--- config.mk ---
export PLATFORM = sky130hd
export DESIGN_NAME = pipo_load_arbiter_4ch
export DESIGN_NICKNAME = d
export VERILOG_FILES = /design/src/rtl/pipo_load_arbiter_4ch.sv
export SDC_FILE = /design/constraint.sdc
export NUM_CORES = 1
export LEC_CHECK = 0
export CELL_PAD_IN_SITES_DETAIL_PLACEMENT = 0
export CELL_PAD_IN_SITES_GLOBAL_PLACEMENT = 1
export CORE_UTILIZATION = 34
export CTS_CLUSTER_SIZE = 12
export DETAILED_ROUTE_END_ITERATION = 8
export PLACE_DENSITY = 0.95
export SLEW_MARGIN = 20
export SYNTH_ARGS = -nofsm -noshare
export SYNTH_HDL_FRONTEND = slang
export SYNTH_SLANG_ARGS = --single-unit
--- constraint.sdc ---
create_clock -name Clk_In -period 4.1 [get_ports Clk_In]
set_input_delay 0.82 -clock Clk_In [delete_from_list [all_inputs] [get_ports Clk_In]]
set_output_delay 0.82 -clock Clk_In [all_outputs]
set_load 0.01 [all_outputs]
--- src/rtl/pipo_load_arbiter_4ch.sv ---
// pipo_load_arbiter_4ch: round-robin owner of one shared PIPO register.
// Each win loads the word for one cycle, then holds it for the owner for up to HOLD_CYCLES.
module pipo_load_arbiter_4ch #(
  parameter int DATA_WIDTH  = 8,
  parameter int HOLD_CYCLES = 4
) (
  input  logic                    Clk_In,
  input  logic                    Reset_In,
  input  logic [3:0]              Req_In,
  input  logic [4*DATA_WIDTH-1:0] Req_Data_In,
  input  logic                    Release_In,
  output logic [3:0]              Grant_Out,
  output logic [1:0]              Owner_Id_Out,
  output logic                    Owner_Valid_Out,
  output logic                    Pipo_Enable_Out,
  output logic                    Pipo_Load_Out,
  output logic [DATA_WIDTH-1:0]   Pipo_Data_Out
);
  localparam int CW = $clog2(HOLD_CYCLES + 1);
  typedef enum logic [1:0] {IDLE, LOAD, HOLD} state_e;
  state_e                state_q, state_d;
  logic [1:0]            ptr_q, ptr_d, owner_q, owner_d, win;
  logic [CW-1:0]         cnt_q, cnt_d;
  logic [3:0]            grant_q, grant_d;
  logic                  valid_q, valid_d, en_q, en_d, load_q, load_d;
  logic [DATA_WIDTH-1:0] data_q, data_d;
  // Scan from the farthest offset down so the nearest set bit after ptr wins.
  always_comb begin
    win = ptr_q;
    for (int k = 3; k >= 0; k--)
      if (Req_In[ptr_q + 2'(k)]) win = ptr_q + 2'(k);
  end
  always_comb begin
    state_d = state_q;
    ptr_d   = ptr_q;
    owner_d = owner_q;
    cnt_d   = cnt_q;
    data_d  = data_q;
    grant_d = '0;
    valid_d = 1'b0;
    en_d    = 1'b0;
    load_d  = 1'b0;
    case (state_q)
      IDLE: if (|Req_In) begin
        state_d = LOAD;
        grant_d = 4'b0001 << win;
        owner_d = win;
        data_d  = Req_Data_In[win*DATA_WIDTH +: DATA_WIDTH];
        load_d  = 1'b1;
        en_d    = 1'b1;
      end
      LOAD: begin
        state_d = HOLD;
        valid_d = 1'b1;
        en_d    = 1'b1;
        cnt_d   = CW'(1);
      end
      HOLD: if (Release_In || cnt_q == CW'(HOLD_CYCLES)) begin
        state_d = IDLE;
        ptr_d   = owner_q + 2'd1;
      end else begin
        valid_d = 1'b1;
        en_d    = 1'b1;
        cnt_d   = cnt_q + 1'b1;
      end
      default: state_d = IDLE;
    endcase
  end
  always_ff @(posedge Clk_In or negedge Reset_In)
    if (!Reset_In) begin
      state_q <= IDLE;
      ptr_q   <= '0;
      owner_q <= '0;
      cnt_q   <= '0;
      grant_q <= '0;
      valid_q <= 1'b0;
      en_q    <= 1'b0;
      load_q  <= 1'b0;
      data_q  <= '0;
    end else begin
      state_q <= state_d;
      ptr_q   <= ptr_d;
      owner_q <= owner_d;
      cnt_q   <= cnt_d;
      grant_q <= grant_d;
      valid_q <= valid_d;
      en_q    <= en_d;
      load_q  <= load_d;
      data_q  <= data_d;
    end
  assign Grant_Out       = grant_q;
  assign Owner_Id_Out    = owner_q;
  assign Owner_Valid_Out = valid_q;
  assign Pipo_Enable_Out = en_q;
  assign Pipo_Load_Out   = load_q;
  assign Pipo_Data_Out   = data_q;
endmodule

==> metrics.txt <==
GP Congestion=0.813; Starting Density=0.367; total CTS buffers=3; largest net degree at the start of global routing=25; Routed WL per cell=approximately 14 µm; Core Region=roughly 0.0038 mm²; CP Data Required Time=about 4.2 ns; syn avg cell area=~10 µm²; number of antenna violations at the first check in global routing=0; Core Rows=22; Leakage Power=between 0.8 and 0.9 nW; global route overflow=0; clock share of power=0.153; DIE AREA=0.00436 mm²; Syn-to-layout area delta=46.1%; DRT Pass-1 Iters=4; drt via density=5.05; Synth area leaders=dfrtp_1 (43%), a221oi_2 (8.6%), mux2i_1 (5.8%); worst-path fanout max=13; post-route ant nets=0; RSZ-0062 raised after global routing=no; MaxCap Viol Count=0; GR Util All Layers=0.165; Hold WC Path Type=in2async; die width=roughly 66 µm; Nets=between 200 and 250; Net Switching=roughly 0.50 mW; H-tree levels=1; clk_skew=roughly 0.0036 ns; switch share=0.371; Worst IR Drop VDD=approximately 0.32 mV; fin crit period=between 2 and 3 ns; Post-Route WL=3350 µm; worst-margin pin slew=0.554 ns; Post-Syn Instances=approximately 140; Vias=approximately 1,200; Final setup viols=0; critical path arrival=2.84 ns; smallest setup slack after layout=around 1.4 ns; 1st-iter DRT viols=between 60 and 70; hold_buf cts=0; number of global-route vias before repair=roughly 1,200; pre-CTS WS=around 1.1 ns; Clock Sink Count=24; PD cells=roughly 660 mW/mm²; Netlist Area Pre-Place=0.00139 mm²; final hold viol count=0; setup TNS=0 ns; reg2reg start=state_q[0]$_DFFE_PN0P_; sequential share of power=0.310; # resized after CTS=0; Port Buf Inserts=between 50 and 60; worst rel slew slack=0.630; placed cell count=233; Synth Register Bits=24; Power Total=between 1 and 1.5 mW; Post-Syn Nets=between 150 and 200; Yosys cell types=34; Reg clk slew, reported paths=~0.09 ns; clk buf depth=2; synth warn=0; worst r2r path cells=6; CP startpoint kind=primary input; max-slew violations=0; CP Capture Type=flip-flop; antenna cells=0; CTS tree=built; Comb pwr share=0.537; FILL cells=332; cell taking the most area after synthesis=dfrtp_1; post-synthesis sequential area ratio=0.431; Worst-Skew Late Latency=about 0.26 ns; Layout Cells excl Fill=between 200 and 250; fmax=between 300 and 400 MHz; period utilization=0.660; status=complete, no violations; first-pass GRT wire length=5460 µm; Pint=between 0.8 and 0.9 mW; HPWL after detailed placement=roughly 2600 µm; share of layout cells above drive strength 1=0.143; CTS root buf=clkbuf_8; Die Ht=roughly 66 µm; post-CTS setup buffer count=0; CP startpoint=Req_In[3]; DRC=0; top-area cell type share of the netlist area=0.431; Layout Utilization=0.536; Crit Path Class=in2reg; num ports=56
## worst max-delay path, stage by stage
cell             delay [ns]
clkdlybuf4s50_1        0.60
nor4_2                 0.11
nor2b_2                0.46
o21ai_1                0.22
nor2_2                 0.50
a221oi_2               0.11
## synthesized netlist by cell type
master    number
inv_1          6
buf_4          3
o21ai_0        4
nor4b_1        1
buf_8          1
and2b_1        2
mux2i_1        8
a21oi_2        7
nand2_1       11
buf_2          1
nor4_2         1
o21ai_1        2
o22ai_1        1
a21oi_1        6
nor3_1         4
nor2b_2        1
clkbuf_1       2
and2_1         1
o211a_1        1
a221oi_2       8
ha_1           6
nand2b_1       1
mux2_2         2
o31a_1         1
nor2b_1        3
o31ai_1        1
nor2_1        18
a221oi_1       1
xnor2_1        1
nor2_2         1
xor2_1         1
o21a_1         3
o211ai_1       1
dfrtp_1       24
## metrics by stage
| stage | instance area, µm² | hold WS, ns |
|---|---|---|
| floorplan | 1390 | 0.474 |
| global placement | 1970 | 0.484 |
| detailed placement | 1970 | 0.526 |
| CTS | 2040 | 0.540 |
| global route | 2030 | 0.564 |
| finish | 2030 | 0.525 |
## flip-flops by register name, summed over array words and instances (netlist names)
| name | flops |
|---|---|
| Grant_Out | 4 |
| Owner_Id_Out | 2 |
| Owner_Valid_Out | 1 |
| Pipo_Data_Out | 8 |
| Pipo_Enable_Out | 1 |
| Pipo_Load_Out | 1 |
| cnt_q | 3 |
| ptr_q | 2 |
| state_q | 2 |
## power groups by stage
| stage | Sequential (mW) | Clock (mW) | Combinational (mW) |
|---|---|---|---|
| after floorplan | 0.435 | 0 | 0.453 |
| final | 0.417 | 0.206 | 0.724 |
| after detailed placement | 0.419 | 0 | 0.732 |
| after global placement | 0.419 | 0 | 0.712 |
| after CTS | 0.418 | 0.209 | 0.735 |
| after global routing | 0.431 | 0.222 | 0.796 |
## cells in the final DEF, fill, tap and decap left out, types with 2 or more instances in the layout
master and instances:
a21oi_1 6, a21oi_2 7, a221oi_2 8, and2b_1 2, buf_4 2, clkbuf_8 3
clkdlybuf4s50_1 54, dfrtp_1 24, ha_1 6, inv_1 6, mux2_2 2, mux2i_1 8
nand2_1 11, nor2_1 18, nor2b_1 3, nor3_1 4, o21a_1 3, o21ai_0 4
o21ai_1 2
## cell type report
class	count	area, µm²	area share
clock buffer	3	41.3	0.0203
clock inverter	1	30.0	0.0148
inverter	6	22.5	0.0111
multi-input combinational	98	719	0.354
sequential	24	601	0.295
tap	48	60.1	0.0295
timing repair buffer	57	561	0.276
## routing by layer
layer  up-vias  wire, µm  global-route usage
met5         -         0                   0
met2        34      1680               0.274
li1        582         -                   -
met1       576      1480               0.214
met3         6       138              0.0310
met4         0        61              0.0559
## path summary, 6_finish.rpt
| kind | end | slack (ns) |
|---|---|---|
| max reg2reg | Pipo_Data_Out[3]$_DFFE_PN0P_ | 1.89 |
| min in group Clk_In | cnt_q[0]$_DFFE_PN0P_ | 0.54 |
| max | Pipo_Data_Out[3]$_DFFE_PN0P_ | 1.39 |
| max in group asynchronous | Pipo_Data_Out[7]$_DFFE_PN0P_ | 3.22 |
| min reg2reg | cnt_q[0]$_DFFE_PN0P_ | 0.54 |
| min | Owner_Valid_Out$_DFF_PN0_ | 0.52 |
## kinds of logic (layout without fill, tap and decap cells)
group / after synthesis / count (layout) / synth area share
and+or+nand+nor: 44 / 44 / 0.152
AOI/OAI and AO/OA: 36 / 36 / 0.225
DFF: 24 / 24 / 0.431
buffers and inverters: 13 / 67 / 0.0521
muxes: 10 / 10 / 0.0737
adders and majority gates: 6 / 6 / 0.0539
xor gates and xnor gates: 2 / 2 / 0.0126
Note: power is estimated with default switching activity, not from simulation.
